===== config.mk =====
export PLATFORM = sky130hd
export DESIGN_NAME = fifo_wr_sched
export DESIGN_NICKNAME = d
export VERILOG_FILES = /design/src/rtl/fifo_sched_pkg.sv /design/src/rtl/fifo_wr_sched_rr_arbiter.sv /design/src/rtl/fifo_wr_sched.sv
export SDC_FILE = /design/constraint.sdc
export NUM_CORES = 1
export LEC_CHECK = 0
export BUFFER_PORTS_ARGS = -buffer_cell sky130_fd_sc_hd__buf_2
export CAP_MARGIN = 10
export CORE_MARGIN = 1.5
export CORE_UTILIZATION = 47
export DETAILED_ROUTE_END_ITERATION = 16
export PLACE_DENSITY_LB_ADDON = 0.2
export SETUP_SLACK_MARGIN = 0.02
export SYNTH_ARGS = -nofsm -noshare
export SYNTH_HDL_FRONTEND = slang
export SYNTH_SLANG_ARGS = --single-unit

===== constraint.sdc =====
create_clock -name clk -period 6 [get_ports clk]
set_input_delay 1.2 -clock clk [delete_from_list [all_inputs] [get_ports clk]]
set_output_delay 1.2 -clock clk [all_outputs]
set_load 0.01 [all_outputs]

===== src/rtl/fifo_sched_pkg.sv =====
// Shared types and default sizing for the FIFO write-side scheduler.
// Imported by the top level and the arbiter.
package fifo_sched_pkg;

  localparam int DEF_NUM_REQ   = 4;
  localparam int DEF_WIDTH     = 32;
  localparam int DEF_PTR_WIDTH = 6;
  localparam int DEF_NUM_CKPT  = 4;
  localparam int DEF_TAG_WIDTH = 2;

  typedef enum logic [0:0] {
    RUN     = 1'b0,
    RESTORE = 1'b1
  } state_t;

endpackage


===== src/rtl/fifo_wr_sched_rr_arbiter.sv =====
// Round-robin arbiter: the search starts at rr_ptr, and the first requester found is granted.
// After a grant, the pointer moves to the index just past the winner.
module rr_arbiter #(
  parameter int NUM_REQ = fifo_sched_pkg::DEF_NUM_REQ
) (
  input  logic               clk,
  input  logic               reset_n,
  input  logic [NUM_REQ-1:0] req,
  input  logic               enable,
  output logic [NUM_REQ-1:0] gnt
);

  localparam int IDX_W = (NUM_REQ > 1) ? $clog2(NUM_REQ) : 1;

  logic [IDX_W-1:0] rr_ptr;
  logic [IDX_W-1:0] gnt_idx;
  logic [IDX_W-1:0] cand;
  logic             found;
  logic             hit;

  // grant search over requesters in rotated order from rr_ptr
  always_comb begin
    gnt     = '0;
    found   = 1'b0;
    hit     = 1'b0;
    gnt_idx = rr_ptr;
    cand    = rr_ptr;
    for (int k = 0; k < NUM_REQ; k++) begin
      cand       = IDX_W'((int'(rr_ptr) + k) % NUM_REQ);
      hit        = enable & ~found & req[cand];
      gnt[cand]  = gnt[cand] | hit;
      gnt_idx    = hit ? cand : gnt_idx;
      found      = found | hit;
    end
  end

  // rotate the priority pointer past the winner; hold when nothing was granted
  always_ff @(posedge clk) begin
    if (!reset_n) begin
      rr_ptr <= '0;
    end else if (found) begin
      rr_ptr <= (gnt_idx == IDX_W'(NUM_REQ - 1)) ? '0 : gnt_idx + IDX_W'(1);
    end else begin
      rr_ptr <= rr_ptr;
    end
  end

endmodule


===== src/rtl/fifo_wr_sched.sv =====
// FIFO write-port scheduler: it arbitrates requesters onto the single write port.
// It also checkpoints the write pointer per branch tag and rolls the pointer back on misprediction.
module fifo_wr_sched
  import fifo_sched_pkg::*;
#(
  parameter int NUM_REQ   = DEF_NUM_REQ,
  parameter int WIDTH     = DEF_WIDTH,
  parameter int PTR_WIDTH = DEF_PTR_WIDTH,
  parameter int NUM_CKPT  = DEF_NUM_CKPT,
  parameter int TAG_WIDTH = DEF_TAG_WIDTH
) (
  input  logic                     clk,
  input  logic                     reset_n,
  input  logic [NUM_REQ-1:0]       req,
  input  logic [NUM_REQ*WIDTH-1:0] req_data,
  output logic [NUM_REQ-1:0]       gnt,
  input  logic                     ckpt_en,
  input  logic [TAG_WIDTH-1:0]     ckpt_tag,
  input  logic                     restore_en,
  input  logic [TAG_WIDTH-1:0]     restore_tag,
  output logic                     fifo_w_en,
  output logic [WIDTH-1:0]         fifo_din,
  input  logic [PTR_WIDTH-1:0]     fifo_w_ptr,
  input  logic                     fifo_full,
  input  logic                     fifo_w_fail,
  output logic                     fifo_change_w_ptr_en,
  output logic [PTR_WIDTH-1:0]     fifo_change_w_ptr_value,
  output logic                     recovering,
  output logic                     err
);

  state_t                 state;
  state_t                 state_nxt;
  logic [NUM_CKPT-1:0]    ckpt_vld;
  logic [PTR_WIDTH-1:0]   ckpt_ptr [NUM_CKPT];
  logic [PTR_WIDTH-1:0]   chg_val;
  logic                   err_q;
  logic                   in_run;
  logic                   grant_en;
  logic                   restore_hit;
  logic                   ckpt_take;
  logic                   proto_err;

  assign in_run      = (state == RUN);
  assign grant_en    = reset_n & in_run & ~restore_en & ~fifo_full;
  assign restore_hit = in_run & restore_en & ckpt_vld[restore_tag];
  assign ckpt_take   = in_run & ckpt_en & ~restore_en;
  assign proto_err   = fifo_w_fail
                     | (~in_run & (ckpt_en | restore_en))
                     | (in_run & restore_en & (~ckpt_vld[restore_tag] | ckpt_en));

  rr_arbiter #(.NUM_REQ(NUM_REQ)) u_arb (
    .clk     (clk),
    .reset_n (reset_n),
    .req     (req),
    .enable  (grant_en),
    .gnt     (gnt)
  );

  // one-hot grant selects the write data; zero when idle
  always_comb begin
    fifo_din = '0;
    for (int i = 0; i < NUM_REQ; i++) begin
      fifo_din = fifo_din | (req_data[i*WIDTH +: WIDTH] & {WIDTH{gnt[i]}});
    end
  end

  assign fifo_w_en = |gnt;

  // next-state: a successful restore spends exactly one cycle in RESTORE
  always_comb begin
    state_nxt = state;
    case (state)
      RUN:     state_nxt = restore_hit ? RESTORE : RUN;
      RESTORE: state_nxt = RUN;
      default: state_nxt = RUN;
    endcase
  end

  // state register
  always_ff @(posedge clk) begin
    if (!reset_n) begin
      state <= RUN;
    end else begin
      state <= state_nxt;
    end
  end

  // checkpoint table; the saved pointer already includes this cycle's write
  always_ff @(posedge clk) begin
    if (!reset_n) begin
      ckpt_vld <= '0;
      for (int i = 0; i < NUM_CKPT; i++) begin
        ckpt_ptr[i] <= '0;
      end
    end else if (restore_hit) begin
      ckpt_vld <= '0;
    end else if (ckpt_take) begin
      ckpt_vld[ckpt_tag] <= 1'b1;
      ckpt_ptr[ckpt_tag] <= fifo_w_ptr + PTR_WIDTH'(fifo_w_en);
    end else begin
      ckpt_vld <= ckpt_vld;
    end
  end

  // restore target and sticky error
  always_ff @(posedge clk) begin
    if (!reset_n) begin
      chg_val <= '0;
      err_q   <= 1'b0;
    end else begin
      chg_val <= restore_hit ? ckpt_ptr[restore_tag] : chg_val;
      err_q   <= err_q | proto_err;
    end
  end

  // reset during RESTORE must not leak a pointer change to the FIFO
  assign fifo_change_w_ptr_en    = reset_n & (state == RESTORE);
  assign fifo_change_w_ptr_value = chg_val;
  assign recovering              = (state == RESTORE);
  assign err                     = err_q;

endmodule

==> flow_summary.yaml <==
global_routing:
  antenna_found_initial: 1
  grt_pass1_vias: 4185
  grt.total_usage_pct: 29.6
  grt_pass1_wl_um: 20400
  grt-ovfl-total: 0
  grt_max_degree: 61
synth:
  seq_area_frac_synth_pct: 26.6
  ys_ff_latch: 38
  async_reset_ff_share_pct: 0
  synth_ff_type: "edfxtp_1"
  syn_area_sq_mm: 0.00376
  syn_nets: 602
  avgSynthCellArea_sq_um: 8.38
  netlist_instances: 448
  synth_cell_types: 57
  yosysWarnings: 0
  synth_edf_count: 24
route:
  wire_per_inst_um: 18.2
  drt_iter0_markers: 275
  postRouteAntennaNets: 0
  drcViolationCount: 0
  viasPerCell: 6.15
  num_vias: 4396
  drtPass1Iterations: 5
  routed_wl_um: 13000
clocking:
  hold_buffers: 0
  cts_setup_buffers: 0
  cts.sinks: 38
  cts_tree: "yes"
  htree_levels: 2
  cts-resized-gates: 0
  cts_root_buffer: "clkbuf_8"
  clockBufferDepth: 2
  cts_buffers: 5
  worstSkewPairLatency_ns: 0.30
  clkSlewWorstSetupHoldPaths_ns: 0.07
final_layout:
  diodes: 0
  drive_gt1_share_pct: 39.6
  fin_cells: 715
  final_area_sq_mm: 0.00492
  final_common_cell: "buf_2"
  nets: 766
  syn_to_final_growth_pct: 31.1
  final_cell_mix: "193 x buf_2, 97 x o211ai_1, 49 x inv_1"
power:
  seqPwrFrac_pct: 29.2
  p_clk_share_pct: 24.0
  netSwitchingPower_w: 0.000381
  total_power_w: 0.00101
  p_comb_share_pct: 46.8
  switching_share_pct: 37.7
  p_leak_nw: 2.17
  p_per_area_mw_per_mm2: 206
  irDropWorstVdd_v: 0.000101
  intPower_w: 0.000631
timing:
  whs_ns: 0.451
  slew_violations: 0
  hold_viol_final: 0
  rsz0062_at_grt: "no"
  period_share_pct: 96.7
  worst_pin_slew_ns: 1.02
  fin_worst_skew_ns: 0.0106
  setup_viol_count_final: 0
  relSlewSlack_pct: 31.3
  fmax_mhz: 172
  final.setup.tns_ns: 0
  fin_crit_ns: 5.80
setup_path:
  worstPathRequired_ns: 4.80
  crit_chain: "inv_1 > ha_1 > mux4_2 > mux2_4 > and3_4 > or4_4 > a31o_4 > o21a_1 > or4b_1 > buf_2"
  endpoint_kind: "primary output"
  max_stage_delay_ns: 0.67
  cp_max_fo: 33
  critPathSlowestCell: "dfxtp_1"
  startpoint_type: "register"
  critPathArrivalTime_ns: 4.60
  criticalPathCategory: "register to primary output"
floorplan:
  core_area_sq_mm: 0.00773
  io_pins: 194
  row_count: 32
  initial_core_util_pct: 48.6
  die_h_um: 92.4
  die-area_sq_mm: 0.00854
  die_w_um: 92.4
placed_design:
  routabilityCongestion: 0.987
  placed_cells: 707
  port_buffers: 193
  place_area_sq_mm: 0.00478
  dpl.hpwl_um: 9850
min_path:
  hold_path.class: "register to register"
run:
  maxCapViolations: 0
run_status:
  status: "finished, final reports clean"
## cells in the mapped netlist (5+ instances only)
| master | count | area (sq um) |
|---|---|---|
| buf_1 | 5 | 18.8 |
| mux4_2 | 12 | 270 |
| o21ai_0 | 10 | 50.1 |
| a21oi_1 | 5 | 25.0 |
| o211ai_1 | 97 | 728 |
| o21ai_1 | 6 | 30.0 |
| clkbuf_1 | 36 | 135 |
| ha_1 | 6 | 75.1 |
| inv_1 | 49 | 184 |
| nor2_1 | 40 | 150 |
| nand2_1 | 18 | 67.6 |
| nor3_1 | 5 | 25.0 |
| dfxtp_1 | 14 | 280 |
| nand3_1 | 7 | 35.0 |
| mux2i_1 | 6 | 60.1 |
| edfxtp_1 | 24 | 721 |
| o2111ai_1 | 32 | 280 |
## cells by family after synthesis
group           after synthesis  synth area share, %
compound gates              176                 36.2
mux                          19                 9.19
simple gates                108                 14.9
buf+inv                      96                 9.93
xor+xnor                      5                 1.17
flops                        38                 26.6
fa+ha+maj                     6                 2.00
## final timing paths
path,start,to,slack [ns],cells after the start
max,u_arb.rr_ptr[1],fifo_w_en,0.20,10
min,ckpt_vld[1],ckpt_vld[1],0.45,2
max reg2reg,u_arb.rr_ptr[1],ckpt_ptr[0][4],0.63,15
min reg2reg,ckpt_vld[1],ckpt_vld[1],0.45,2
## sequential cells by signal, summed over array words and instances (netlist names)
register                 cells
err                          1
u_arb.rr_ptr                 2
ckpt_ptr                    24
fifo_change_w_ptr_value      6
ckpt_vld                     4
recovering                   1
## power by group through the flow
stage / combinational (W) / clock, W / sequential (W)
floorplan: 0.000285 / 0 / 0.000299
global placement: 0.000463 / 0 / 0.000301
detailed placement: 0.000466 / 0 / 0.000302
CTS: 0.000470 / 0.000245 / 0.000296
global route: 0.000513 / 0.000257 / 0.000297
finish: 0.000473 / 0.000243 / 0.000296
## layer usage
layer	vias to the layer above	GRT usage [%]	wire, um
li1	2077	-	-
met1	2069	35.2	5280
met2	212	53.5	6540
met3	36	4.68	765
met4	2	10.1	388
met5	-	0	8
## cell type report
cell class	count	area, sq um
Inverter	50	188
Sequential cell	38	1000
Clock buffer	6	93.8
Timing Repair Buffer	203	1040
Fill cell	678	2800
Multi-Input combinational cell	314	2430
Clock inverter	2	38.8
Tap cell	102	128
## per-stage QoR
step / worst slack [ns] / util (%)
after floorplan: 0.997 / -
after global placement: 0.527 / 61.9
after detailed placement: 0.518 / 61.9
after CTS: 0.218 / 63.6
after global routing: 0.0420 / 63.7
final: 0.196 / 63.7
## worst max-delay path, delay by kind of cell (launching register included)
family          cells  cell delay [ns]
simple gates        3             1.21
buf+inv             2             0.35
fa+ha+maj           1             0.54
compound gates      2             0.53
flops               1             0.67
mux                 2             0.99
Power figures use the tool's default switching activity.
